===== src/rtl/multicycle_ctrl_pkg.sv =====
// Shared definitions for the multicycle sequencer: state encoding, opcodes,
// and the ALUOp / ALUSrcB encodings also used by the ALU control.
package multicycle_ctrl_pkg;

  typedef enum logic [3:0] {
    IDLE, FETCH, DECODE, EX_R, EX_I, EX_ADDR,
    MEM_RD, MEM_WR, WB_ALU, WB_MEM, BRANCH
  } state_t;

  localparam logic [6:0] OP_R   = 7'b0110011;
  localparam logic [6:0] OP_I   = 7'b0010011;
  localparam logic [6:0] OP_LW  = 7'b0000011;
  localparam logic [6:0] OP_SW  = 7'b0100011;
  localparam logic [6:0] OP_BEQ = 7'b1100011;

  localparam logic [1:0] ALUOP_ADD   = 2'b00;
  localparam logic [1:0] ALUOP_SUB   = 2'b01;
  localparam logic [1:0] ALUOP_FUNCT = 2'b10;
  localparam logic [1:0] ALUOP_IMM   = 2'b11;

  localparam logic [1:0] SRCB_RS2  = 2'b00;
  localparam logic [1:0] SRCB_FOUR = 2'b01;
  localparam logic [1:0] SRCB_IMM  = 2'b10;

  function automatic logic op_legal(input logic [6:0] op);
    return (op == OP_R) || (op == OP_I) || (op == OP_LW) ||
           (op == OP_SW) || (op == OP_BEQ);
  endfunction

endpackage


===== src/rtl/multicycle_ctrl_outdec.sv =====
// Combinational control decode: state plus MemReady/Zero to every datapath
// select and enable. Anything a state does not drive stays 0.
module multicycle_ctrl_outdec
  import multicycle_ctrl_pkg::*;
(
  input  state_t     state,
  input  logic       mem_ready,
  input  logic       zero,
  output logic       mem_req,
  output logic       mem_we,
  output logic       iord,
  output logic       ir_write,
  output logic       pc_write,
  output logic       pc_src,
  output logic       alu_src_a,
  output logic [1:0] alu_src_b,
  output logic [1:0] alu_op,
  output logic       reg_write,
  output logic       mem_to_reg
);

  always_comb begin
    mem_req    = 1'b0;
    mem_we     = 1'b0;
    iord       = 1'b0;
    ir_write   = 1'b0;
    pc_write   = 1'b0;
    pc_src     = 1'b0;
    alu_src_a  = 1'b0;
    alu_src_b  = SRCB_RS2;
    alu_op     = ALUOP_ADD;
    reg_write  = 1'b0;
    mem_to_reg = 1'b0;
    unique case (state)
      FETCH: begin
        mem_req = 1'b1;
        // PC + 4 is written back in the same cycle the instruction lands
        if (mem_ready) begin
          ir_write  = 1'b1;
          pc_write  = 1'b1;
          alu_src_b = SRCB_FOUR;
        end
      end
      DECODE: alu_src_b = SRCB_IMM;
      EX_R: begin
        alu_src_a = 1'b1;
        alu_op    = ALUOP_FUNCT;
      end
      EX_I: begin
        alu_src_a = 1'b1;
        alu_src_b = SRCB_IMM;
        alu_op    = ALUOP_IMM;
      end
      EX_ADDR: begin
        alu_src_a = 1'b1;
        alu_src_b = SRCB_IMM;
      end
      MEM_RD: begin
        mem_req = 1'b1;
        iord    = 1'b1;
      end
      MEM_WR: begin
        mem_req = 1'b1;
        mem_we  = 1'b1;
        iord    = 1'b1;
      end
      WB_ALU: reg_write = 1'b1;
      WB_MEM: begin
        reg_write  = 1'b1;
        mem_to_reg = 1'b1;
      end
      BRANCH: begin
        alu_src_a = 1'b1;
        alu_op    = ALUOP_SUB;
        pc_src    = 1'b1;
        pc_write  = zero;
      end
      default: ;
    endcase
  end

endmodule


===== src/rtl/multicycle_ctrl.sv =====
// Multicycle sequencer top: state register, next-state logic, retire
// counter and illegal-opcode flag; output decode lives in the sub-module.
module multicycle_ctrl
  import multicycle_ctrl_pkg::*;
(
  input  logic        clk_i,
  input  logic        rst_i,
  input  logic        start_i,
  input  logic        stop_i,
  input  logic [6:0]  Op_i,
  input  logic        Zero_i,
  input  logic        MemReady_i,
  output logic        MemReq_o,
  output logic        MemWe_o,
  output logic        IorD_o,
  output logic        IRWrite_o,
  output logic        PCWrite_o,
  output logic        PCSrc_o,
  output logic        ALUSrcA_o,
  output logic [1:0]  ALUSrcB_o,
  output logic [1:0]  ALUOp_o,
  output logic        RegWrite_o,
  output logic        MemtoReg_o,
  output logic        Busy_o,
  output logic        IllegalOp_o,
  output logic [31:0] InstrCnt_o,
  output state_t      State_o
);

  state_t state, state_nxt;
  logic   retire;

  always_ff @(posedge clk_i or negedge rst_i) begin
    if (!rst_i) state <= IDLE;
    else        state <= state_nxt;
  end

  always_comb begin
    state_nxt = state;
    retire    = 1'b0;
    unique case (state)
      IDLE:    if (start_i) state_nxt = FETCH;
      FETCH:   if (MemReady_i) state_nxt = DECODE;
      DECODE: begin
        if      (Op_i == OP_R)                    state_nxt = EX_R;
        else if (Op_i == OP_I)                    state_nxt = EX_I;
        else if (Op_i == OP_LW || Op_i == OP_SW)  state_nxt = EX_ADDR;
        else if (Op_i == OP_BEQ)                  state_nxt = BRANCH;
        else    state_nxt = stop_i ? IDLE : FETCH;
      end
      EX_R, EX_I: state_nxt = WB_ALU;
      EX_ADDR:    state_nxt = (Op_i == OP_LW) ? MEM_RD : MEM_WR;
      MEM_RD:     if (MemReady_i) state_nxt = WB_MEM;
      MEM_WR:     retire = MemReady_i;
      WB_ALU, WB_MEM, BRANCH: retire = 1'b1;
      default:    state_nxt = IDLE;
    endcase
    if (retire) state_nxt = stop_i ? IDLE : FETCH;
  end

  always_ff @(posedge clk_i or negedge rst_i) begin
    if (!rst_i)      InstrCnt_o <= '0;
    else if (retire) InstrCnt_o <= InstrCnt_o + 32'd1;
  end

  assign Busy_o      = (state != IDLE);
  assign IllegalOp_o = (state == DECODE) && !op_legal(Op_i);
  assign State_o     = state;

  multicycle_ctrl_outdec u_outdec (
    .state      (state),
    .mem_ready  (MemReady_i),
    .zero       (Zero_i),
    .mem_req    (MemReq_o),
    .mem_we     (MemWe_o),
    .iord       (IorD_o),
    .ir_write   (IRWrite_o),
    .pc_write   (PCWrite_o),
    .pc_src     (PCSrc_o),
    .alu_src_a  (ALUSrcA_o),
    .alu_src_b  (ALUSrcB_o),
    .alu_op     (ALUOp_o),
    .reg_write  (RegWrite_o),
    .mem_to_reg (MemtoReg_o)
  );

endmodule


===== config.mk =====
export PLATFORM = sky130hd
export DESIGN_NAME = multicycle_ctrl
export DESIGN_NICKNAME = d
export VERILOG_FILES = /design/src/rtl/multicycle_ctrl_pkg.sv /design/src/rtl/multicycle_ctrl_outdec.sv /design/src/rtl/multicycle_ctrl.sv
export SDC_FILE = /design/constraint.sdc
export NUM_CORES = 1
export LEC_CHECK = 0
export ABC_AREA = 1
export CORE_UTILIZATION = 53
export DETAILED_ROUTE_END_ITERATION = 6
export PLACE_DENSITY_LB_ADDON = 0.05
export SKIP_LAST_GASP = 1
export SYNTH_ARGS = -nofsm -noshare
export SYNTH_HDL_FRONTEND = slang
export SYNTH_SLANG_ARGS = --single-unit

===== constraint.sdc =====
create_clock -name clk_i -period 2.6 [get_ports clk_i]
set_clock_uncertainty 0.1 [all_clocks]
set_input_delay 0.65 -clock clk_i [delete_from_list [all_inputs] [get_ports clk_i]]
set_output_delay 0.65 -clock clk_i [all_outputs]
set_load 0.02 [all_outputs]

==> results.tsv <==
stage	metric	value	unit
yosys	Netlist cell types	25	
finish	area of the multi-input gates	1490	um2
yosys	complex-gate fraction of the synthesized area	2.48	%
global_routing	total global routing track utilization	28.3	%
finish	Diodes inserted	0	
status	failing checks	design-rule violations	
hold_path	worst hold endpoint	InstrCnt_o[7]	
finish	Final nets	492	
cts	clock tree buffer depth	2	
sta	Hold WS	0.432	ns
job	number of max-cap violations	0	
yosys	Yosys warnings	0	
global_routing	vias in the first global route	2402	
yosys	XOR/XNOR Fraction of Synth Area	5.20	%
yosys	largest family of logic cells by synthesized area	simple AND/OR/NAND/NOR gates	
sta	fmax	387	MHz
die	core area	4470	um2
yosys	Synth Area in Simple Gates	50.4	%
die	Initial Utilization	56.5	%
pwr	Net Sw Frac	40.7	%
pwr	Power Dens Cells	630	nW/um2
yosys	main area contributors after synthesis	dfrtp_1 36%, nand2_1 28%, nor2_1 9.8%, inv_1 4.2%, nand3b_1 4.2%	
setup_path	WP data arrival	1.83	ns
sta	# setup viols final	0	
setup_path	worst reg2reg startpoint	InstrCnt_o[0]	
detailed_routing	Routed Antenna Nets	0	
setup_path	CP Launch Type	input pin	
detailed_routing	final WL	6.83	mm
pwr	clock share of power	22.9	%
yosys	multiplexer area fraction after synthesis	0	%
sta	slew margin rel.	70.3	%
setup_path	critical path required time	1.85	ns
setup_path	r2r endpoint	InstrCnt_o[24]	
sta	crit share post-route	99.4	%
place	DP HPWL	5.09	mm
die	Die X-Extent	71.0	um
global_routing	largest net degree at the start of global routing	37	
finish	layout cells sized above 1	7.52	%
yosys	post-synthesis adder-cell area fraction	0.495	%
sta	TNS Setup	0	ns
detailed_routing	drt wl/cell	12.9	um
yosys	syn avg cell area	6.32	um2
cts	clk root buf	clkbuf_8	
cts	cts bufs inserted	5	
yosys	post-synthesis register bit count	36	
setup_path	critical path endpoint category	output port	
global_routing	initial antenna violation count	0	
finish	filler cell count	372	
yosys	Post-Synthesis Cell Area	2530	um2
finish	Layout area overhead	34.5	%
yosys	Synth top area share	35.7	%
die	Die Height	71.0	um
place	RePlAce Congestion	0.935	
pwr	Flop pwr share	33.8	%
sta	unrepaired setup endpoints after global routing	yes	
pwr	leakage	1.60	nW
cts	htree depth	2	
global_routing	grt ovf	0	
cts	CTS Hold Bufs	0	
place	IO Port Bufs	63	
pwr	maximum vdd drop	0.000684	V
yosys	Synth area leader	dfrtp_1	
cts	clk slew on worst S/H paths	0.07	ns
setup_path	FF-to-FF setup slack	0.68	ns
detailed_routing	DRT iter0 DRCs	203	
yosys	Gate Count Post-Synth	400	
hold_path	Hold Path Depth	1	
sta	Final Hold Fails	0	
cts	clock sinks	36	
sta	fin crit period	2.58	ns
sta	worst slew pin tran	0.445	ns
detailed_routing	drt first pass iters	7	
setup_path	Setup CP Type	input pin to output port	
cts	Clk Latency, worst-skew pair	0.29	ns
pwr	Pint	1.27	mW
cts	CTS tree	built	
sta	count of pins over their slew limit	0	
die	I/O Pins	64	
detailed_routing	Via density	5.30	
global_routing	first-pass GRT wire length	11.2	mm
setup_path	critical path fanouts, max	3	
die	die area	5050	um2
die	number of cell rows	24	
yosys	Seq/Total Area, Yosys	35.7	%
detailed_routing	drt drc	3	
pwr	Comb power frac	43.3	%
setup_path	reg2reg path depth	8	
status	status	finished, violations left	
pwr	Sw Pwr	0.872	mW
pwr	final total power	2.14	mW
cts	Setup Buffers After CTS	0	
hold_path	Min-Delay Startpoint	InstrCnt_o[7]	
hold_path	worst min path class	flip-flop to flip-flop	
yosys	Mapped Nets	414	
finish	FF+latch area	902	um2
detailed_routing	Vias	2813	
-- cell families after synthesis --
family	count (synthesis)
and+or+nand+nor	301
DFF	36
buffers and inverters	35
xor gates and xnor gates	15
adders and majority gates	1
AOI/OAI and AO/OA	12
-- sequential cells by signal, summed over array words and instances (netlist names) --
register / cells
State_o: 4
InstrCnt_o: 32
-- layout make-up --
type | instances | area share (%)
well taps | 52 | 1.92
multi-input cells | 329 | 43.8
flip-flops and latches | 36 | 26.6
clock buffers | 6 | 2.14
clock inverters | 2 | 1.03
repair buffers | 76 | 21.3
inverters | 30 | 3.31
-- placed cells by master, fill, tap and decap left out, types with 2 or more instances in the layout --
master           count
a21oi_1              3
buf_4               13
clkbuf_8             5
clkdlybuf4s50_1     53
dfrtp_1             35
dlygate4sd2_1        8
dlymetal6s2s_1       2
inv_1               28
inv_2                2
nand2_1            189
nand2_2              3
nand3_1             13
nand3b_1            14
nand4_1              5
nor2_1              63
nor2_2               5
nor2_4               3
nor3_1               4
o21ai_0              5
o21ai_1              2
xnor2_1              7
xor2_1               8
-- worst max-delay path, stage by stage --
cell and delay [ns]:
clkdlybuf4s50_1 0.47, nand2_1 0.07, nor2_2 0.14, nand2_1 0.08, inv_1 0.07, nor2_1 0.04
dlygate4sd2_1 0.31
-- power by group through the flow --
| stage | sequential, mW | combinational [mW] | clock [mW] |
|---|---|---|---|
| after floorplan | 0.774 | 0.483 | 0 |
| after global placement | 0.723 | 0.958 | 0 |
| after detailed placement | 0.724 | 0.960 | 0 |
| after CTS | 0.714 | 0.927 | 0.492 |
| after global routing | 0.728 | 0.996 | 0.520 |
| final | 0.723 | 0.927 | 0.491 |
-- what timing repair did --
item                       in CTS  in global routing
gates resized for setup         8                  6
setup endpoints to repair       8                  5
gates cloned                    0                  0
-- routing by layer --
layer / GRT usage, % / vias up / wire, um
met2: 46.2 / 113 / 3200
met4: 7.56 / 0 / 86
li1: - / 1395 / -
met5: 0 / - / 0
met3: 4.70 / 10 / 438
met1: 39.2 / 1295 / 3100
-- cells in the mapped netlist --
master and instances:
a21oi_1 3, a31oi_1 1, buf_2 3, buf_4 1
buf_6 1, dfrtp_1 36, ha_1 1, inv_1 28
inv_2 2, nand2_1 189, nand2_2 3, nand2_4 1
nand3_1 13, nand3_4 1, nand3b_1 14, nand4_1 5
nor2_1 66, nor2_2 2, nor2_4 3, nor3_1 4
o21ai_0 5, o21ai_1 2, o22ai_1 1, xnor2_1 7
xor2_1 8
-- worst max-delay path by stage --
stage,cells after the start,end,startpoint
floorplan,6,PCWrite_o,State_o[1]
global route,7,IllegalOp_o,Op_i[0]
detailed placement,7,IllegalOp_o,Op_i[0]
finish,7,IllegalOp_o,Op_i[0]
global placement,8,IllegalOp_o,Op_i[4]
CTS,7,IllegalOp_o,Op_i[0]
-- stage by stage --
step / setup WS, ns / area, um2 / std cells / utilization, %
2_1_floorplan: 0.322 / 2530 / 400 / -
3_3_place_gp: -0.230 / 3290 / 523 / 73.4
3_5_place_dp: -0.243 / 3290 / 523 / 73.4
4_1_cts: -0.0306 / 3380 / 531 / 75.6
5_1_grt: -0.103 / 3400 / 531 / 75.9
6_report: 0.0166 / 3400 / 531 / 75.9
Note: power is estimated with default switching activity, not from simulation.
==> edit: new RTL, same settings <==
Make the reset (`rst_i`) synchronous in 2 clocked blocks.
--- a/src/rtl/multicycle_ctrl.sv
+++ b/src/rtl/multicycle_ctrl.sv
@@ -30,7 +30,7 @@
   state_t state, state_nxt;
   logic   retire;
 
-  always_ff @(posedge clk_i or negedge rst_i) begin
+  always_ff @(posedge clk_i) begin
     if (!rst_i) state <= IDLE;
     else        state <= state_nxt;
   end
@@ -58,7 +58,7 @@
     if (retire) state_nxt = stop_i ? IDLE : FETCH;
   end
 
-  always_ff @(posedge clk_i or negedge rst_i) begin
+  always_ff @(posedge clk_i) begin
     if (!rst_i)      InstrCnt_o <= '0;
     else if (retire) InstrCnt_o <= InstrCnt_o + 32'd1;
   end
Function: differs if rst_i is asserted again (counterexample within 4 cycles, from zero or initial values and one cycle with rst_i low); with rst_i held inactive, the same outputs for 10 cycles.
==> edit against the unedited design <==
  * Die area is 2.0% lower
  * Worst setup slack gained 0.0081 ns
  * Final area is 2.0% lower
  * Combinational power decreased by 48%
  * Sequential power fell by 17%
  * Total power shrank 26%
  * Synthesized area is 2.0% lower
  * Wire length grew 6.1%
  * Register-to-register slack improved by 0.05 ns
  * Sequential cell count is the same
  * Highest routed layer unchanged
==> edit: results (changes against the unedited design) <==
outcome: "finished, final reports clean"
r2r_end: "InstrCnt_o[28]"
bufAreaShareNonClock_pct: 22.0  # +0.69 points
reg2regPathDepth: 10  # +2
dr.pass1.iters: 4  # -3
num-nonclk-inverters: 46  # +53%
critPathCapture: "IllegalOp_o"
async_reset_ff_share_pct: 0  # -100 points
grt_usage_pct: 29.7  # +1.4 points
drv_slew: 0  # unchanged
ff2ff_setup_slack_ns: 0.73  # +0.05 ns
yosysWarnings: 0  # unchanged
synth_common_cells: "nand2_1, nor2_1, inv_1"
final_nets: 529  # +7.5%
htreeDepth: 2  # unchanged
crit_slowest_cell: "clkdlybuf4s50_1"
pwr-share-clk_pct: 31.8  # +8.9 points
grt_max_degree: 23  # -38%
n_all_buffers: 77  # +1.3%
final-clk-cell-share_pct: 3.34  # +0.18 points
synthDistinctLibCells: 21  # -16%
finalPower_uw: 1590  # -26%
grt_pass1_vias: 2666  # +11%
routabilityCongestion: 0.930  # -0.47%
regMostFlops: "InstrCnt_o"
internal-power_uw: 1040  # -18%
synth_seq_cells: 36  # unchanged
syn-num-nets: 453  # +9.4%
synth_area_mm2: 0.00247  # -2.0%
leakage_uw: 0.00129  # -20%
min_path_cells: 2  # +1
seq_share_pct: 21.7  # -4.8 points
drive_above_1_share_pct: 7.17  # -0.35 points
multi_input_area_mm2: 0.00153  # +2.7%
ctsRootBufferMaster: "clkbuf_8"
wl_per_cell_um: 12.7  # -0.86%
synth-main-ff-cell: "dfxtp_1"
setup.worst_path.start: "Op_i[6]"
vias_per_cell: 5.19  # -2.1%
vdd_drop_max_mv: 0.409  # -40%
r2r_start: "InstrCnt_o[0]"
clk_pin_slew_ns: 0.07  # about the same
seq_area_frac_synth_pct: 29.1  # -6.5 points
dp_hpwl_um: 5450  # +7.1%
grt_pass1_wl_um: 11800  # +5.5%
hold_start: "InstrCnt_o[4]"
critPathTopFamily: "buffers and inverters"
fillers: 363  # -2.4%
tightestPinTransition_ns: 0.315  # -0.131 ns
cpPeakStageDelay_ns: 0.52  # +0.05 ns
drtIter0Drc: 191  # -5.9%
hold_path_end: "InstrCnt_o[4]"
multi_input_gates: 349  # +6.1%
p_comb_uw: 484  # -48%
num_antenna_cells: 0  # unchanged
dpl_cell_area_mm2: 0.00321  # -2.4%
ys_top_cells_by_area: "dfxtp_1, nand2_1, nor2_1"
-- edit: worst reg2reg max path, stage by stage (launching register included) --
cell	delay, ns
dfxtp_1	0.45
ha_1	0.33
inv_1	0.09
nor2_1	0.26
inv_1	0.07
nor2_1	0.18
nand2_1	0.08
nand2_1	0.06
nand2_1	0.04
nand2_1	0.05
a21oi_1	0.05
-- edit: repair_timing --
item                                    CTS  global route
gates resized for setup                   9             8
setup buffers                             0             1
endpoints found under the setup margin    9             5
pin swaps                                 0             1
-- edit: layer usage --
layer | global-route usage, % | share of wire (%) | up-vias
met3 | 4.62 | 6.2 | 15
met5 | 0 | 0 | -
li1 | - | - | 1521
met1 | 37.9 | 45 | 1312
met4 | 12.0 | 2.3 | 0
met2 | 49.4 | 46 | 99
-- edit: metrics by stage --
| stage | cells | setup WS, ns | utilization [%] | TNS (ns) | hold WS, ns |
|---|---|---|---|---|---|
| 5_1_grt | 568 | -0.0425 | 75.5 | -0.0425 | 0.423 |
| 3_5_place_dp | 559 | -0.319 | 72.6 | -0.640 | 0.372 |
| 6_report | 568 | 0.0248 | 75.5 | 0 | 0.387 |
| 2_1_floorplan | 439 | 0.360 | - | 0 | 0.444 |
| 3_3_place_gp | 559 | -0.281 | 72.6 | -0.483 | 0.373 |
| 4_1_cts | 567 | -0.118 | 75.0 | -0.118 | 0.385 |
-- edit: cell families (layout without fill, tap and decap cells) --
| group | Yosys count | in the layout | share of synthesized area [%] |
|---|---|---|---|
| compound gates | 49 | 49 | 9.96 |
| xor+xnor | 4 | 4 | 1.42 |
| fa+ha+maj | 1 | 1 | 0.505 |
| buf+inv | 54 | 131 | 9.50 |
| flops | 36 | 36 | 29.1 |
| simple gates | 295 | 295 | 49.5 |
